`config.mk`:
```
export PLATFORM = sky130hd
export DESIGN_NAME = global_ldst_ar_sched
export DESIGN_NICKNAME = d
export VERILOG_FILES = /design/src/rtl/global_ldst_ar_sched.sv
export SDC_FILE = /design/constraint.sdc
export NUM_CORES = 1
export LEC_CHECK = 0
export BUFFER_PORTS_ARGS = -buffer_cell sky130_fd_sc_hd__buf_2
export CAP_MARGIN = 30
export CORE_MARGIN = 2
export CORE_UTILIZATION = 45
export CTS_CLUSTER_SIZE = 24
export DETAILED_ROUTE_END_ITERATION = 8
export PLACE_DENSITY = 0.66
export SLEW_MARGIN = 20
export SYNTH_ARGS = -nofsm -noshare
export SYNTH_HDL_FRONTEND = slang
export SYNTH_SLANG_ARGS = --single-unit
```
`constraint.sdc`:
```
create_clock -name clk_i -period 5.4 [get_ports clk_i]
set_input_delay 0.81 -clock clk_i [delete_from_list [all_inputs] [get_ports clk_i]]
set_output_delay 0.81 -clock clk_i [all_outputs]
set_load 0.03 [all_outputs]
```
`src/rtl/global_ldst_ar_sched.sv`:
```
// AXI AR-channel scheduler: splits a byte-range global read into INCR bursts of at most 256 beats.
// Define GLOBAL_LDST_PAGE_SPLIT_EN so that no burst crosses a 4 KiB boundary.
module global_ldst_ar_sched #(
  parameter int unsigned AxiDataWidth   = 128,
  parameter int unsigned AxiAddrWidth   = 64,
  parameter int unsigned AxiIdWidth     = 4,
  parameter int unsigned MaxOutstanding = 4
) (
  input  logic                    clk_i,
  input  logic                    rst_ni,
  input  logic                    req_valid_i,
  output logic                    req_ready_o,
  input  logic [AxiAddrWidth-1:0] req_addr_i,
  input  logic [31:0]             req_bytes_i,
  input  logic [AxiIdWidth-1:0]   req_id_i,
  output logic                    ar_valid_o,
  input  logic                    ar_ready_i,
  output logic [AxiAddrWidth-1:0] ar_addr_o,
  output logic [7:0]              ar_len_o,
  output logic [2:0]              ar_size_o,
  output logic [AxiIdWidth-1:0]   ar_id_o,
  input  logic                    r_valid_i,
  input  logic                    r_ready_i,
  input  logic                    r_last_i,
  output logic                    busy_o
);

  localparam int unsigned Bytes      = AxiDataWidth / 8;
  localparam int unsigned SizeAxi    = $clog2(Bytes);
  localparam int unsigned CntWidth   = $clog2(MaxOutstanding + 1);
  localparam int unsigned BeatsWidth = 33;

  typedef enum logic [0:0] {StIdle, StIssue} state_e;

  state_e                  state_q, state_d;
  logic [AxiAddrWidth-1:0] cur_addr_q, cur_addr_d;
  logic [BeatsWidth-1:0]   beats_left_q, beats_left_d;
  logic [AxiIdWidth-1:0]   id_q, id_d;
  logic [CntWidth-1:0]     outstanding_q, outstanding_d;

  logic [AxiAddrWidth-1:0] req_end_addr;
  logic [AxiAddrWidth-1:0] req_beats;
  logic [8:0]              burst_beats;
  logic                    ar_fire;
  logic                    r_fire;

  // Beat count spans every beat touched by the unaligned byte range.
  assign req_end_addr = req_addr_i + AxiAddrWidth'(req_bytes_i) - AxiAddrWidth'(1);
  assign req_beats    = (req_end_addr >> SizeAxi) - (req_addr_i >> SizeAxi) + AxiAddrWidth'(1);

`ifdef GLOBAL_LDST_PAGE_SPLIT_EN
  logic [12:0] page_beats;
  assign page_beats = (13'd4096 - {1'b0, cur_addr_q[11:0]}) >> SizeAxi;
`endif

  always_comb begin
    burst_beats = 9'd256;
    if (beats_left_q < BeatsWidth'(256)) begin
      burst_beats = beats_left_q[8:0];
    end
`ifdef GLOBAL_LDST_PAGE_SPLIT_EN
    if (page_beats < {4'b0, burst_beats}) begin
      burst_beats = page_beats[8:0];
    end
`endif
  end

  assign ar_fire = ar_valid_o & ar_ready_i;
  // An R last with nothing outstanding is stray and must not underflow the counter.
  assign r_fire  = r_valid_i & r_ready_i & r_last_i & (outstanding_q != '0);

  // State register
  always_ff @(posedge clk_i or negedge rst_ni) begin
    if (!rst_ni) begin
      state_q       <= StIdle;
      cur_addr_q    <= '0;
      beats_left_q  <= '0;
      id_q          <= '0;
      outstanding_q <= '0;
    end else begin
      state_q       <= state_d;
      cur_addr_q    <= cur_addr_d;
      beats_left_q  <= beats_left_d;
      id_q          <= id_d;
      outstanding_q <= outstanding_d;
    end
  end

  // Next-state logic
  always_comb begin
    state_d      = state_q;
    cur_addr_d   = cur_addr_q;
    beats_left_d = beats_left_q;
    id_d         = id_q;
    unique case (state_q)
      StIdle: begin
        if (req_valid_i && (req_bytes_i != '0)) begin
          cur_addr_d   = req_addr_i & ~AxiAddrWidth'(Bytes - 1);
          beats_left_d = BeatsWidth'(req_beats);
          id_d         = req_id_i;
          state_d      = StIssue;
        end
      end
      StIssue: begin
        if (ar_fire) begin
          cur_addr_d   = cur_addr_q + (AxiAddrWidth'(burst_beats) << SizeAxi);
          beats_left_d = beats_left_q - BeatsWidth'(burst_beats);
          if (beats_left_d == '0) begin
            state_d = StIdle;
          end
        end
      end
      default: state_d = StIdle;
    endcase
  end

  always_comb begin
    outstanding_d = outstanding_q;
    if (ar_fire && !r_fire) begin
      outstanding_d = outstanding_q + CntWidth'(1);
    end else if (r_fire && !ar_fire) begin
      outstanding_d = outstanding_q - CntWidth'(1);
    end
  end

  // Outputs; AR payload only moves on a handshake, so it is stable while valid waits.
  always_comb begin
    req_ready_o = (state_q == StIdle);
    ar_valid_o  = (state_q == StIssue) && (outstanding_q < CntWidth'(MaxOutstanding));
    ar_addr_o   = cur_addr_q;
    ar_len_o    = burst_beats[7:0] - 8'd1;
    ar_size_o   = 3'(SizeAxi);
    ar_id_o     = id_q;
    busy_o      = (state_q != StIdle) || (outstanding_q != '0);
  end

endmodule

```
==> metrics.md, run 1 <==
| Metric | Value |
|---|---|
| Final GP Congestion | 0.864 |
| Diodes inserted | 0 |
| GRT Overall Usage | 0.251 |
| First-pass GRT wire length | 50700 microns |
| CP Capture Type | flip-flop |
| Worst hold-check path type | flip-flop to flip-flop |
| Most common flop cell mapped by yosys | dfrtp_1 |
| Final hold violations | 0 |
| Period utilisation layout | 0.985 |
| Deepest clock path buffer count | 2 |
| Fillcell total | 2239 |
| Max VDD drop | 0.163 mV |
| Final wirelength | 32100 microns |
| Post-synthesis sequential area ratio | 0.235 |
| P_leak | 6.73 nW |
| Synthesis warning total | 0 |
| Hold Buf Count CTS | 0 |
| Final Worst Setup Slack | 0.0802 ns |
| Number of synthesized flops with an enable pin | 0 |
| 1st-iter DRT viols | 758 |
| Initial antenna violation count | 0 |
| Vias/cell | 5.53 |
| Total number of vias | 11100 |
| Pwr per Cell Area | 362 nW/um^2 |
| Max H-tree Level | 3 |
| RSZ-0062 raised after global routing | true |
| ANT nets after route | 0 |
| CP required | 5.64 ns |
| Syn Area/Cell | 7.72 sq um |
| Post-Syn Instances | 1394 |
| Pre-CTS setup slack | -0.580 ns |
| Unique masters post-synth | 75 |
| Crit path launch type | input pin |
| Most frequent cells in the layout | buf_2, inv_1, buf_4 |
| Worst-margin pin slew | 0.773 ns |
| Final Setup Violations | 0 |
| Min Hold Slack | 0.474 ns |
| # clock sinks | 101 |
| CP Max Fanout | 4 |
| Register bit total from synthesis | 101 |
| Remaining Overflow, GRT | 0 |
| Share of layout cells above drive strength 1 | 0.255 |
| Area of the mapped netlist | 10800 sq um |
| Clk slew on worst S/H paths | 0.07 ns |
| Clock latency on the worst-skew pair | 0.36 ns |
| Die W | 159 microns |
| Min cycle time layout | 5.32 ns |
| Starting density of the core | 0.459 |
| Slew headroom | 0.484 |
| Worst Setup Path Type | input pin to flip-flop |
| CTS tree | yes |
| Max Clock Skew | 0.00781 ns |
| Port Buffers | 181 |
| Largest net degree at the start of global routing | 69 |
| Final total power | 0.00494 W |
| Number of global-route vias before repair | 10200 |
| Nets@finish | 1929 |
| Drt pass-1 iters | 5 |
| Die Span Y | 159 microns |
| Max cap viols | 0 |
| TritonCTS buffer count | 9 |
| F_max | 188 MHz |
| DP HPWL | 24500 microns |
| Die area | 25200 sq um |
| Core box area | 23500 sq um |
| IO Pins | 189 |
| Most common cell after layout, fill and taps aside | buf_2 |
| Pins Over Slew Limit | 0 |
| WP data arrival | 5.56 ns |
| Routed wire per std cell | 16.0 microns |
| Row cnt | 56 |
| CTS Root Cell | clkbuf_16 |
| DRC Markers | 0 |
| Synth-to-layout area growth | 26.7% |
| Asr flop ratio synth | 1.00 |
| Status | complete, no violations |
-- routing by layer --
layer  track usage  vias up  routed length, microns
met5             0        -                       0
met4        0.0566        0                     476
met3        0.0310       36                    1940
met2         0.412      308                   14500
met1         0.353     5178                   15100
li1              -     5548                       -
-- metrics by stage --
stage               setup TNS [ns]   util  cell area [sq um]  cells
floorplan                        0      -              10900   1400
global placement             -4.90  0.551              12900   1972
detailed placement           -6.95  0.553              13000   1973
CTS                              0  0.570              13400   1998
global route                -0.905  0.581              13600   2003
finish                           0  0.581              13600   2003
-- cell usage after synthesis (9+ instances only) --
cell type	number	area share
xor2_1	25	0.020
mux2i_1	31	0.029
nor2_1	104	0.036
a211oi_1	14	0.0098
nand2b_1	15	0.0087
dfrtp_1	101	0.23
o21ai_0	74	0.034
a21o_1	25	0.017
clkbuf_1	45	0.016
ha_1	140	0.16
nor3_1	40	0.019
nand2_1	117	0.041
and3_1	14	0.0081
xnor2_1	44	0.036
or3_1	9	0.0052
inv_1	169	0.059
o21a_1	18	0.013
and2_1	10	0.0058
nand4_1	22	0.013
o22ai_1	47	0.027
a31oi_1	13	0.0076
nor4_1	20	0.012
a21oi_1	107	0.050
nand3_1	44	0.020
-- power by group --
group	internal (W)	switching, W	total, W
sequential	0.000969	0.000288	0.00126
combinational	0.00137	0.00167	0.00304
clock	0.000319	0.000329	0.000648
-- critical path, stage by stage --
cell       delay, ns
buf_8           0.08
inv_4           0.03
ha_4            0.25
inv_2           0.03
ha_4            0.20
a211o_1         0.27
a21oi_2         0.20
a21boi_2        0.08
o211a_1         0.22
o21a_1          0.20
o21a_1          0.20
or2_2           0.31
xor2_1          0.15
ha_1            0.28
ha_1            0.33
a2111oi_2       0.37
buf_4           0.17
a211o_1         0.15
a21oi_2         0.08
o21ai_2         0.18
o21ai_2         0.10
a21oi_2         0.22
buf_4           0.15
xor2_1          0.16
o21ai_1         0.08
a22o_1          0.25
-- sequential cells by signal (all words and copies together) (netlist names) --
register / flops
ar_addr_o: 60
beats_left_q: 33
ar_id_o: 4
outstanding_q: 3
state_q: 1
-- final timing paths --
kind / startpoint / slack (ns) / endpoint / cells past startpoint
min: ar_id_o[0] / 0.47 / ar_id_o[0] / 2
max reg2reg: beats_left_q[27] / 0.32 / ar_addr_o[58] / 19
max in group asynchronous: rst_ni / 3.75 / ar_addr_o[60] / 2
min in group asynchronous: rst_ni / 0.48 / ar_id_o[3] / 1
max: req_addr_i[5] / 0.08 / beats_left_q[27] / 26
min reg2reg: ar_id_o[0] / 0.47 / ar_id_o[0] / 2
-- cells by family (layout without fill, tap and decap cells) --
kind of cell    after synthesis  after routing  synth area share
simple gates                441            441             0.205
compound gates              378            378             0.222
buf+inv                     226            510            0.0812
fa+ha+maj                   143            143             0.168
flops                       101            101             0.235
xor+xnor                     69             69            0.0561
mux                          34             34            0.0320
other cells                   2              8          0.000698
-- what timing repair did --
item,4_1_cts,5_1_grt
endpoints found under the setup margin,9,32
pin swaps,20,18
gates resized for setup,15,58
buffers inserted,9,4
-- final cells by class --
type	count	area, sq um	share of cell area
sequential	101	2530	0.185
clock buffer	9	225	0.0165
inverter	170	651	0.0477
tap	319	399	0.0293
clock inverter	7	57.6	0.00422
timing repair buffer	324	2040	0.150
multi-input combinational	1073	7740	0.567
(Power assumes the default switching activity.)
==> run 2, diff against run 1 <==
- clock period: 5.4 -> 5.1 ns (I/O delays scaled with it)
==> run 2 against run 1 <==
Effect of this change:
- the run now ends with negative setup slack left
- cell area is 4.0% higher
- setup slack worse by 0.35 ns
- first-iteration DRC count is 9.0% higher
- clock skew is 0.0036 ns higher
- sequential share of layout area is 0.71 points lower
==> metrics.md, run 2 (synthesis results as in run 1) <==
| Metric | Value |
|---|---|
| Max stage delay cell, worst path | a211o_1 |
| Nets@finish | 1982 |
| Min Hold Slack | 0.326 ns |
| Port Buffers | 181 |
| Post-route cell area | 14200 sq um |
| Synth-to-layout area growth | 31.8% |
| 1st-iter DRT viols | 826 |
| CP required | 5.31 ns |
| Failing checks | negative setup slack |
| Die Span Y | 159 microns |
| Die area | 25200 sq um |
| CP Launch Point | req_addr_i[5] |
| F_max | 186 MHz |
| Path depth of the worst reg2reg path | 19 |
| Clock latency on the worst-skew pair | 0.35 ns |
| Most frequent cells in the layout | buf_4, buf_2, inv_1 |
| Reg-to-Reg Start | beats_left_q[12] |
| First-pass GRT wire length | 51900 microns |
| Initial antenna violation count | 0 |
| Max cap viols | 0 |
| Min cycle time layout | 5.37 ns |
| Worst-margin pin slew | 0.821 ns |
| Pre-CTS setup slack | -0.760 ns |
| Worst Setup Path Type | input pin to flip-flop |
| GRT Overall Usage | 0.256 |
| Final GP Congestion | 0.912 |
| Final wirelength | 32300 microns |
| Pins Over Slew Limit | 0 |
| Worst hold-check path type | input pin to async pin |
| WP data arrival | 5.58 ns |
| Deepest clock path buffer count | 2 |
| Max FFs per register | 60 |
| Number of global-route vias before repair | 10500 |
| Max Clock Skew | 0.0114 ns |
| Slew headroom | 0.453 |
| Starting density of the core | 0.459 |
| # clock sinks | 101 |
| Remaining Overflow, GRT | 0 |
| Most Crowded Layer GR | met2 |
| Share of layout cells above drive strength 1 | 0.285 |
| M3 GR Usage | 0.0212 |
| Most common cell after layout, fill and taps aside | buf_4 |
| Die W | 159 microns |
| Core box area | 23500 sq um |
| Max H-tree Level | 3 |
| DP Area | 13400 sq um |
| Pwr per Cell Area | 389 nW/um^2 |
| CTS tree | yes |
| Crit path launch type | input pin |
| IO Pins | 189 |
| ANT nets after route | 0 |
| Met2 Use GR | 0.422 |
| Routed wire per std cell | 15.7 microns |
| Row cnt | 56 |
| CP Max Fanout | 4 |
| P_leak | 7.07 nW |
| Final Worst Setup Slack | -0.268 ns |
| Total number of vias | 11300 |
| Period utilisation layout | 1.05 |
| RSZ-0062 raised after global routing | true |
| Fin Setup TNS | -2.07 ns |
| Status | finished with violations |
| TritonCTS buffer count | 9 |
| Clk slew on worst S/H paths | 0.07 ns |
| CTS Root Cell | clkbuf_16 |
| Max VDD drop | 0.175 mV |
| Drt pass-1 iters | 7 |
| DRC Markers | 0 |
| Crit-path max cell delay | 0.33 ns |
| Diodes inserted | 0 |
| Grt met1 use | 0.361 |
| CP Capture Type | flip-flop |
| DP HPWL | 24700 microns |
| Final Setup Violations | 13 |
| Largest net degree at the start of global routing | 73 |
| Vias/cell | 5.48 |
| Final hold violations | 0 |
run 2: changes by cell type in the layout (fill, tap and decap cells not counted), sizes merged:
| cell | change |
|---|---|
| clkbuf | +3 |
| clkinv | -1 |
| inv | -1 |
| buf | +53 |
| clkinvlp | -1 |
run 2: final cells by class:
| type | count | area (sq um) |
|---|---|---|
| Clock inverter | 4 | 30.0 |
| Multi-Input combinational cell | 1073 | 7870 |
| Clock buffer | 12 | 256 |
| Fill cell | 2133 | 9290 |
| Sequential cell | 101 | 2530 |
| Timing Repair Buffer | 377 | 2440 |
| Tap cell | 319 | 399 |
| Inverter | 170 | 658 |
run 2: path summary, 6_finish.rpt:
check,endpoint,slack (ns)
worst max-delay path,beats_left_q[32],-0.27
worst min-delay path,ar_id_o[2],0.33
worst max register to register,ar_addr_o[58],0.37
worst min register to register,ar_id_o[2],0.47
max in group asynchronous,ar_addr_o[14],3.67
min in group clk_i,ar_id_o[2],0.47
run 2: metal layers:
layer / vias up / share of wire
li1: 5653 / -
met1: 5230 / 0.47
met2: 341 / 0.45
met3: 41 / 0.052
met4: 0 / 0.022
met5: - / 0
run 2: what timing repair did:
item,CTS,global route
setup buffers,12,8
resized for setup,26,57
setup endpoints to repair,17,42
hold buffers,0,0
pin swaps,40,51
run 2: worst max-delay path: cells and delay by family:
kind | cells | cell delay, ns
buffers and inverters | 3 | 0.15
AND/OR/NAND/NOR | 1 | 0.12
XOR/XNOR | 3 | 0.36
AO/OA/AOI/OAI | 18 | 3.14
adder cells (fa/ha/maj) | 4 | 1.02
run 2: through the flow:
| step | utilization | power [W] | instances |
|---|---|---|---|
| 2_1_floorplan | - | 0.00337 | 1400 |
| 3_3_place_gp | 0.569 | 0.00444 | 2022 |
| 3_5_place_dp | 0.569 | 0.00450 | 2022 |
| 4_1_cts | 0.590 | 0.00529 | 2050 |
| 5_1_grt | 0.604 | 0.00596 | 2056 |
| 6_report | 0.604 | 0.00552 | 2056 |
run 2: power breakdown:
group          internal, W  leakage, nW  total (W)  switching (W)
clock             0.000361        0.139   0.000684       0.000323
combinational      0.00165         5.65    0.00351        0.00186
sequential         0.00103         1.28    0.00132       0.000293
total              0.00304         7.07    0.00552        0.00248
